$ cat config.mk
export PLATFORM = sky130hd
export DESIGN_NAME = cache_axi_rd_bridge_flat
export DESIGN_NICKNAME = d
export VERILOG_FILES = /design/src/rtl/cache_axi_rd_bridge_if.sv /design/src/rtl/cache_axi_rd_bridge.sv /design/src/flat_wrapper.sv
export SDC_FILE = /design/constraint.sdc
export NUM_CORES = 1
export LEC_CHECK = 0
export ABC_AREA = 0
export CELL_PAD_IN_SITES_DETAIL_PLACEMENT = 1
export CELL_PAD_IN_SITES_GLOBAL_PLACEMENT = 2
export CORE_UTILIZATION = 17
export CTS_BUF_LIST = sky130_fd_sc_hd__clkbuf_8
export CTS_CLUSTER_DIAMETER = 30
export DETAILED_ROUTE_END_ITERATION = 10
export PLACE_DENSITY = 0.8
export SETUP_SLACK_MARGIN = 0.4
export SLEW_MARGIN = 20
export SYNTH_ARGS = -nofsm -noshare
export SYNTH_HDL_FRONTEND = slang
export SYNTH_SLANG_ARGS = --single-unit
$ cat constraint.sdc
create_clock -name clk -period 1.8 [get_ports clk]
set_input_delay 0.18 -clock clk [delete_from_list [all_inputs] [get_ports clk]]
set_output_delay 0.18 -clock clk [all_outputs]
set_load 0.02 [all_outputs]
$ cat src/rtl/cache_axi_rd_bridge_if.sv
// Signal bundle between the cache refill port, the bridge and the AXI4 read channels.
// The master modport is the bridge's view; the slave modport is the cache/AXI environment's view.
interface cache_axi_rd_bridge_if;
    logic        r_req;
    logic [31:0] r_addr;
    logic        r_rdy;
    logic        r_data_ready;
    logic        ret_valid;
    logic [31:0] ret_data;
    logic        ret_last;
    logic        rd_err;

    logic [3:0]  arid;
    logic [31:0] araddr;
    logic [7:0]  arlen;
    logic [2:0]  arsize;
    logic [1:0]  arburst;
    logic        arvalid;
    logic        arready;

    logic [3:0]  rid;
    logic [31:0] rdata;
    logic [1:0]  rresp;
    logic        rlast;
    logic        rvalid;
    logic        rready;

    modport master (
        input  r_req, r_addr, r_data_ready, arready, rid, rdata, rresp, rlast, rvalid,
        output r_rdy, ret_valid, ret_data, ret_last, rd_err,
               arid, araddr, arlen, arsize, arburst, arvalid, rready
    );

    modport slave (
        output r_req, r_addr, r_data_ready, arready, rid, rdata, rresp, rlast, rvalid,
        input  r_rdy, ret_valid, ret_data, ret_last, rd_err,
               arid, araddr, arlen, arsize, arburst, arvalid, rready
    );
endinterface

$ cat src/rtl/cache_axi_rd_bridge.sv
// Cache line refill to single-outstanding AXI4 INCR read burst; AR issued the cycle after accept.
// R beats pass through combinationally with rready = r_data_ready, so the cache backpressures AXI directly.
module cache_axi_rd_bridge #(
    parameter int unsigned LINE_WORDS = 16,
    parameter logic [3:0]  AXI_ID     = 4'd0
) (
    input  logic                  clk,
    input  logic                  rstn,
    cache_axi_rd_bridge_if.master bus
);
    localparam int unsigned   OFF       = $clog2(LINE_WORDS * 4);
    localparam int unsigned   CW        = $clog2(LINE_WORDS) + 1;
    localparam logic [CW-1:0] LAST_BEAT = CW'(LINE_WORDS - 1);

    typedef enum logic [1:0] {IDLE, AR, R} state_t;

    state_t        r_state, w_state_nxt;
    logic          r_req_rdy, w_req_rdy_nxt;
    logic [31:0]   r_addr, w_addr_nxt;
    logic [CW-1:0] r_cnt, w_cnt_nxt;
    logic          r_err, w_err_nxt;
    logic          r_err_pulse, w_err_pulse_nxt;

    logic          w_arvalid;
    logic          w_rready;
    logic          w_ret_valid;
    logic          w_ret_last;
    logic          w_beat;
    logic          w_beat_bad;
    logic          w_at_last;
    logic          w_unused_addr_lsb;

    assign w_at_last         = (r_cnt == LAST_BEAT);
    assign w_unused_addr_lsb = ^bus.r_addr[OFF-1:0];

    always_ff @(posedge clk or negedge rstn) begin
        if (!rstn) begin
            r_state <= IDLE;
        end else begin
            r_state <= w_state_nxt;
        end
    end

    always_ff @(posedge clk or negedge rstn) begin
        if (!rstn) begin
            r_req_rdy   <= 1'b0;
            r_addr      <= '0;
            r_cnt       <= '0;
            r_err       <= 1'b0;
            r_err_pulse <= 1'b0;
        end else begin
            r_req_rdy   <= w_req_rdy_nxt;
            r_addr      <= w_addr_nxt;
            r_cnt       <= w_cnt_nxt;
            r_err       <= w_err_nxt;
            r_err_pulse <= w_err_pulse_nxt;
        end
    end

    always_comb begin
        w_state_nxt     = r_state;
        w_req_rdy_nxt   = r_req_rdy;
        w_addr_nxt      = r_addr;
        w_cnt_nxt       = r_cnt;
        w_err_nxt       = r_err;
        w_err_pulse_nxt = 1'b0;
        w_arvalid       = 1'b0;
        w_rready        = 1'b0;
        w_ret_valid     = 1'b0;
        w_ret_last      = 1'b0;
        w_beat          = 1'b0;
        w_beat_bad      = 1'b0;

        case (r_state)
            IDLE: begin
                // r_rdy is held low for the first cycle after reset, so the request is only seen once it is high
                w_req_rdy_nxt = 1'b1;
                if (bus.r_req && r_req_rdy) begin
                    w_req_rdy_nxt = 1'b0;
                    w_addr_nxt    = {bus.r_addr[31:OFF], {OFF{1'b0}}};
                    w_cnt_nxt     = '0;
                    w_state_nxt   = AR;
                end
            end
            AR: begin
                w_arvalid = 1'b1;
                if (bus.arready) begin
                    w_state_nxt = R;
                end
            end
            R: begin
                w_rready    = bus.r_data_ready;
                w_ret_valid = bus.rvalid;
                w_ret_last  = bus.rvalid && w_at_last;
                w_beat      = bus.rvalid && bus.r_data_ready;
                // Beat count, not rlast, ends the burst; a disagreeing rlast is reported as an error
                w_beat_bad  = (bus.rresp != 2'b00) || (bus.rid != AXI_ID) || (bus.rlast != w_at_last);
                if (w_beat) begin
                    w_cnt_nxt = r_cnt + CW'(1);
                    if (w_at_last) begin
                        w_state_nxt     = IDLE;
                        w_req_rdy_nxt   = 1'b1;
                        w_err_pulse_nxt = r_err || w_beat_bad;
                        w_err_nxt       = 1'b0;
                    end else if (w_beat_bad) begin
                        w_err_nxt = 1'b1;
                    end
                end
            end
            default: begin
                w_state_nxt = IDLE;
            end
        endcase
    end

    assign bus.r_rdy     = r_req_rdy;
    assign bus.rd_err    = r_err_pulse;
    assign bus.arvalid   = w_arvalid;
    assign bus.araddr    = r_addr;
    assign bus.arlen     = 8'(LINE_WORDS - 1);
    assign bus.arsize    = 3'b010;
    assign bus.arburst   = 2'b01;
    assign bus.arid      = AXI_ID;
    assign bus.rready    = w_rready;
    assign bus.ret_valid = w_ret_valid;
    assign bus.ret_last  = w_ret_last;
    assign bus.ret_data  = bus.rdata;
endmodule

$ cat src/flat_wrapper.sv
// flat-port wrapper written by rule: the top's interface ports become plain ports
module cache_axi_rd_bridge_flat 
#(
    parameter int unsigned LINE_WORDS = 16,
    parameter logic [3:0]  AXI_ID     = 4'd0
)
  (clk, rstn, bus_r_req, bus_r_addr, bus_r_data_ready, bus_arready, bus_rid, bus_rdata, bus_rresp, bus_rlast, bus_rvalid, bus_r_rdy, bus_ret_valid, bus_ret_data, bus_ret_last, bus_rd_err, bus_arid, bus_araddr, bus_arlen, bus_arsize, bus_arburst, bus_arvalid, bus_rready);
  cache_axi_rd_bridge_if bus_i ();
  input  logic clk;
  input  logic rstn;
  input wire logic [$bits(bus_i.r_req)-1:0] bus_r_req;
  input wire logic [$bits(bus_i.r_addr)-1:0] bus_r_addr;
  input wire logic [$bits(bus_i.r_data_ready)-1:0] bus_r_data_ready;
  input wire logic [$bits(bus_i.arready)-1:0] bus_arready;
  input wire logic [$bits(bus_i.rid)-1:0] bus_rid;
  input wire logic [$bits(bus_i.rdata)-1:0] bus_rdata;
  input wire logic [$bits(bus_i.rresp)-1:0] bus_rresp;
  input wire logic [$bits(bus_i.rlast)-1:0] bus_rlast;
  input wire logic [$bits(bus_i.rvalid)-1:0] bus_rvalid;
  output wire logic [$bits(bus_i.r_rdy)-1:0] bus_r_rdy;
  output wire logic [$bits(bus_i.ret_valid)-1:0] bus_ret_valid;
  output wire logic [$bits(bus_i.ret_data)-1:0] bus_ret_data;
  output wire logic [$bits(bus_i.ret_last)-1:0] bus_ret_last;
  output wire logic [$bits(bus_i.rd_err)-1:0] bus_rd_err;
  output wire logic [$bits(bus_i.arid)-1:0] bus_arid;
  output wire logic [$bits(bus_i.araddr)-1:0] bus_araddr;
  output wire logic [$bits(bus_i.arlen)-1:0] bus_arlen;
  output wire logic [$bits(bus_i.arsize)-1:0] bus_arsize;
  output wire logic [$bits(bus_i.arburst)-1:0] bus_arburst;
  output wire logic [$bits(bus_i.arvalid)-1:0] bus_arvalid;
  output wire logic [$bits(bus_i.rready)-1:0] bus_rready;
  assign bus_i.r_req = bus_r_req;
  assign bus_i.r_addr = bus_r_addr;
  assign bus_i.r_data_ready = bus_r_data_ready;
  assign bus_i.arready = bus_arready;
  assign bus_i.rid = bus_rid;
  assign bus_i.rdata = bus_rdata;
  assign bus_i.rresp = bus_rresp;
  assign bus_i.rlast = bus_rlast;
  assign bus_i.rvalid = bus_rvalid;
  assign bus_r_rdy = bus_i.r_rdy;
  assign bus_ret_valid = bus_i.ret_valid;
  assign bus_ret_data = bus_i.ret_data;
  assign bus_ret_last = bus_i.ret_last;
  assign bus_rd_err = bus_i.rd_err;
  assign bus_arid = bus_i.arid;
  assign bus_araddr = bus_i.araddr;
  assign bus_arlen = bus_i.arlen;
  assign bus_arsize = bus_i.arsize;
  assign bus_arburst = bus_i.arburst;
  assign bus_arvalid = bus_i.arvalid;
  assign bus_rready = bus_i.rready;
  cache_axi_rd_bridge #(.LINE_WORDS(LINE_WORDS), .AXI_ID(AXI_ID)) u_core (.clk(clk), .rstn(rstn), .bus(bus_i));
endmodule
==> After elaboration in Yosys (flattened, before gate mapping) <==
Cells that the tools add are included.
{ "classes": {"n_addsub": 1, "mul": 0, "n_div": 0, "n_lt_le_gt_ge": 0, "eq_ne": 8, "n_shift": 0, "muxes": 21, "bitwise_logic": 0, "reduce_logical": 16} }
{ "op_table": {"columns": ["operator", "n"], "rows": [
  ["1-bit two-way mux", 12],
  ["5-bit two-way mux", 2],
  ["5-bit one-hot mux with 2 select lines", 1],
  ["3-bit AND reduction", 3],
  ["2-bit two-way mux", 4],
  ["2-bit by 1-bit inequality test with 1-bit output, second input constant", 3],
  ["2-bit one-hot mux with 3 select lines", 1],
  ["2-bit nonzero test", 3],
  ["5-bit by 1-bit adder with 5-bit output, second input constant", 1],
  ["5-bit by 4-bit == test with 1-bit output, second input constant", 1],
  ["4-bit AND reduction", 1],
  ["4-bit nonzero test", 1],
  ["1-bit logical AND", 3],
  ["1-bit logical OR", 3],
  ["2-bit by 1-bit == test with 1-bit output, second input constant", 1],
  ["2-bit == test, second input constant", 1],
  ["2-bit zero test", 1],
  ["2-bit inequality test, second input constant", 1],
  ["1-bit one-hot mux with 2 select lines", 1],
  ["2-bit AND reduction", 1],
  ["1-bit inequality test", 1]
]} }
{ "word_totals": {"register_bits": 36, "latchBits": 0, "ram_bits": 0, "mem_bits_ro": 0, "in_bits": 77, "memories": 0} }

==> Logic depth before layout (Yosys ltp) <==
{ "logic_depth": {"ltp_word": 7, "mapped_depth": 6} }

==> Worst setup path after synthesis <==
OpenSTA, ideal clock, no wires.
{ "synth_path": {"path_type": "reg2reg", "start": "reg u_core.r_cnt[0]", "end": "reg u_core.r_req_rdy (netlist: u_core.bus.r_rdy)", "setup_time_ns": 0.119, "arrival_time_ns": 1.292, "slack_ns": 0.389, "stages_incl_launch_ff": 7, "n_path_buf": 0, "period_less_slack_ns": 1.411, "cell_sequence": "dfrtp_1 -> ha_1 -> and3_1 -> ha_1 -> nand3_1 -> a21oi_1 -> o21a_1"} }
{ "synth_via": {"elab_chain_cells": 3} }
{ "synth_rtl": {"columns": ["item", "line_no", "text"], "rows": [
  ["start, declared", "cache_axi_rd_bridge.sv:20", "logic [CW-1:0] r_cnt, w_cnt_nxt;"],
  ["start signal, assigned", "cache_axi_rd_bridge.sv:54", "r_cnt <= w_cnt_nxt;"],
  ["5-bit by 4-bit == test with 1-bit output", "cache_axi_rd_bridge.sv:33", "assign w_at_last = (r_cnt == LAST_BEAT);"],
  ["2-bit by 1-bit inequality test with 1-bit output (no line)", null, null],
  ["3-bit AND reduction (no line)", null, null],
  ["end signal, assigned", "cache_axi_rd_bridge.sv:52", "r_req_rdy <= w_req_rdy_nxt;"],
  ["end, declared", "cache_axi_rd_bridge.sv:18", "logic r_req_rdy, w_req_rdy_nxt;"]
]} }
Every way passes these cells.
A chain may end at the register's enable or synchronous reset.

==> Final worst setup path <==
{ "layout_path": {"start": "reg u_core.r_cnt[0]", "end": "out bus_ret_last"} }
{ "layout_via": {"elab_chain_cells": 3} }
{ "layout_rtl": {"columns": ["item", "line_no", "text"], "rows": [
  ["5-bit by 4-bit == test with 1-bit output", "cache_axi_rd_bridge.sv:33", null],
  ["1-bit logical AND", "cache_axi_rd_bridge.sv:94", "w_ret_last = bus.rvalid && w_at_last;"],
  ["1-bit two-way mux", "cache_axi_rd_bridge.sv:74", "case (r_state)"],
  ["end, declared", "flat_wrapper.sv:23", "output wire logic [$bits(bus_i.ret_last)-1:0] bus_ret_last;"]
]} }
Every way passes these cells.

==> results by group <==
STA
  – Max-slew headroom: 0.4104
  – Least-Margin Pin Slew: a little under 0.9 ns
  – Hold Violations, Final: 0
  – Final Skew: between 0.004 and 0.005 ns
  – Period utilisation layout: 0.9264
  – Setup Viol. Count Final: 0
  – Post-layout minimum cycle time: roughly 1.7 ns
  – Max-slew violation count: 0
  – Maximum achievable frequency: roughly 0.6 GHz
  – Unrepaired setup endpoints after global routing: yes

Synth
  – Avg Inst Size Synth: ~9 um2
  – Most repeated cell in the gate-level netlist after synthesis: nand2_1
  – Gate count after technology mapping: ~220
  – Multiplexer area fraction after synthesis: 0.005079
  – Yosys warns: 0
  – Largest area contributor in the netlist: dfrtp_1
  – Share of synthesized area occupied by flip-flops and latches: 0.4571
  – Number of register bits inferred by synthesis: 36
  – Synth top area share: 0.4571
  – Most instantiated cells after synthesis: nand2_1, buf_4, dfrtp_1
  – Post-synthesis async set-or-reset flop share: 1.000
  – Simple-gate share of the synthesized area: 0.2349
  – Post-synth design cell area: around 0.0020 mm2
  – Top area cells in the synthesized netlist: dfrtp_1, buf_4, nand2_1, ha_1, nand4b_4
  – Area fraction in compound gates after synthesis: 0.04190
  – Number of synthesized flops with an enable pin: 0
  – XOR/XNOR Fraction of Synth Area: 0.004444
  – Adder-cell share of the synthesized area: 0.01270
  – Number of distinct library cells after synthesis: 32
  – Commonest register cell after synthesis: dfrtp_1
  – Combinational family with the most area after synthesis: buffers and inverters

Clocking
  – Latest clock arrival within the worst-skew pair: about 0.28 ns
  – CTS H-Tree Depth: 2
  – Post-CTS Hold Buffers: 0
  – Number of buffers added by the clock tree synthesis step: 5
  – Clock edge transition at the registers on the reported setup and hold paths: ~0.080 ns
  – Clock Sink Count: 36
  – TritonCTS clock tree: built
  – Clock buffer depth: 2
  – CTS Root Cell: clkbuf_8

Layout
  – Layout fillers: 1311
  – Area of the multi-input gates: about 740 um2
  – Util after Layout: 0.2441
  – Area growth syn-to-layout: 37.21%
  – Total number of nets in the final design: roughly 350
  – Antenna diode count: 0
  – Area occupied by registers: around 900 um2
  – Final Instance Count excl. Fillers: just over 400
  – Share of final-layout standard cells stronger than drive strength 1: 0.1667

Global routing
  – Total track usage: 0.08088
  – Sum of overflow across all layers after global routing: 0
  – Number of global-route vias before repair: 1545
  – Largest net degree at the start of global routing: 37
  – Initial antenna violation count: 0
  – Wire length of the first global-routing pass: 7438 um

Floorplanning
  – Area of the die: 0.01203 mm2
  – Die width: ~110 um
  – Total number of placement rows: 38
  – Initial core utilization: 0.1779
  – Die Y: around 110 um
  – Boundary pin count: around 160
  – Placeable core region: ~0.011 mm2

Place
  – Gp weighted congestion: between 0.6 and 0.7
  – DP HPWL: between 3000 and 4000 um
  – Placed Instances: about 400
  – Number of buffers inserted by port buffering: 70

Power and ir drop
  – Pwr Density: about 1400 mW/mm2
  – Peak supply drop: 0.0004666 V
  – Static leakage power: ~1.4 nW
  – PnR Total Power: approximately 3.7 mW

Route
  – First-pass iteration count of the detailed router: 2
  – Total Wirelength: approximately 4700 um
  – Vias per cell: around 3.6
  – Number of vias in the routed layout: about 1500
  – Per-cell routed wire length: roughly 12 um
  – Total DRC errors in the routed layout: 0
  – ANT nets after route: 0
  – Detailed router's first-iteration violation count: 36

Worst setup path
  – Largest fanout on the critical path: 2
  – Critical path cell sequence: ha_2, and3_4, ha_4, and3_4, buf_6
  – CP Data Arrival Time: 1.49 ns
  – Required time at the worst-slack endpoint: 1.62 ns
  – Sort of element at the start of the critical path: flip-flop
  – Worst R2R Start: u_core.r_cnt[0]
  – CP most frequent cell: and3_4
  – Kind of end point of the critical path: output port
  – Delay of the slowest cell on the worst path: roughly 0.4 ns
  – CP startpoint: u_core.r_cnt[0]
  – Type of the setup path with the least slack: flip-flop to output port
  – Slowest library cell on the worst path: dfrtp_1

Run
  – Max Cap Viol: 0

Worst hold path
  – Min-delay worst type: input pin to async pin

Run status
  – Outcome: complete, no violations
cell type report:
type / instances / share of cell area
Sequential cell: 36 / 0.3332
Timing Repair Buffer: 87 / 0.2929
Multi-Input combinational cell: 137 / 0.2730
Tap cell: 140 / 0.06478
Clock buffer: 6 / 0.03054
Clock inverter: 2 / 0.002776
Inverter: 2 / 0.002776
where the power goes:
part	internal [mW]	total, mW	switching (mW)
Combinational	0.756	1.79	1.04
Clock	0.301	0.597	0.295
Sequential	1.14	1.32	0.177
worst paths after layout:
check                                        end  slack (ns)  cells after the start
min                        u_core.bus.araddr[13]        0.01                      1
max in group asynchronous  u_core.bus.araddr[18]        1.23                      1
max                                 bus_ret_last        0.13                      5
min reg2reg                u_core.bus.araddr[16]        0.47                      2
min in group clk                bus_ret_data[19]        0.36                      0
max reg2reg                         u_core.r_err        0.18                      7
per-stage QoR:
step	setup TNS, ns	setup WS, ns	hold WS, ns	area (um2)
2_1_floorplan	0	0.4334	-0.1156	2052
3_3_place_gp	0	0.03904	0.3469	2540
3_5_place_dp	-0.03648	-0.03648	0.3601	2540
4_1_cts	0	0.1474	0.04528	2656
5_1_grt	0	0.08521	0.08598	2704
6_report	0	0.1326	0.01013	2704
critical path: cells and delay by family (launching register included):
kind	cells	cell delay, ns
AND/OR/NAND/NOR	2	0.32
adder cells (fa/ha/maj)	2	0.36
flip-flops	1	0.40
buffers and inverters	1	0.12
cells by family (layout without fill, tap and decap cells):
family	after synthesis	count (layout)
AND/OR/NAND/NOR	99	99
buffers and inverters	64	97
flip-flops	36	36
AO/OA/AOI/OAI	11	11
adder cells (fa/ha/maj)	2	2
other	2	23
XOR/XNOR	1	1
multiplexers	1	1
layer usage:
metal | GRT usage | part of all wire
met3 | 0.02964 | 0.090
met4 | 0.02762 | 0.0080
met5 | 0 | 0
met2 | 0.1420 | 0.47
met1 | 0.08976 | 0.43
sequential cells by signal (all words and copies together) (netlist names):
name / cells
u_core.bus.araddr: 26
u_core.bus.r_rdy: 1
u_core.bus.rd_err: 1
u_core.r_cnt: 5
u_core.r_err: 1
u_core.r_state: 2
timing repair:
action / CTS / global route
setup buffers: 4 / 2
cloned: 0 / 0
pin swaps: 2 / 2
endpoints found under the setup margin: 35 / 24
gates resized for setup: 55 / 9
layout by cell type, fill, tap and decap left out, types with 2 or more instances in the layout:
cell type / synthesis / layout
inv_1: 2 / 3
buf_4: 57 / 15
a21oi_2: 1 / 3
nand2_1: 81 / 80
buf_6: 2 / 3
clkbuf_8: 0 / 6
buf_2: 3 / 3
dlygate4sd2_1: 0 / 28
o21ai_0: 2 / 2
dfrtp_1: 36 / 36
and2_1: 2 / 2
conb_1: 2 / 23
nand3_1: 3 / 2
clkdlybuf4s50_1: 0 / 37
and3_4: 0 / 2
a22o_1: 2 / 2
No activity file was read; power rests on OpenSTA's default activity.
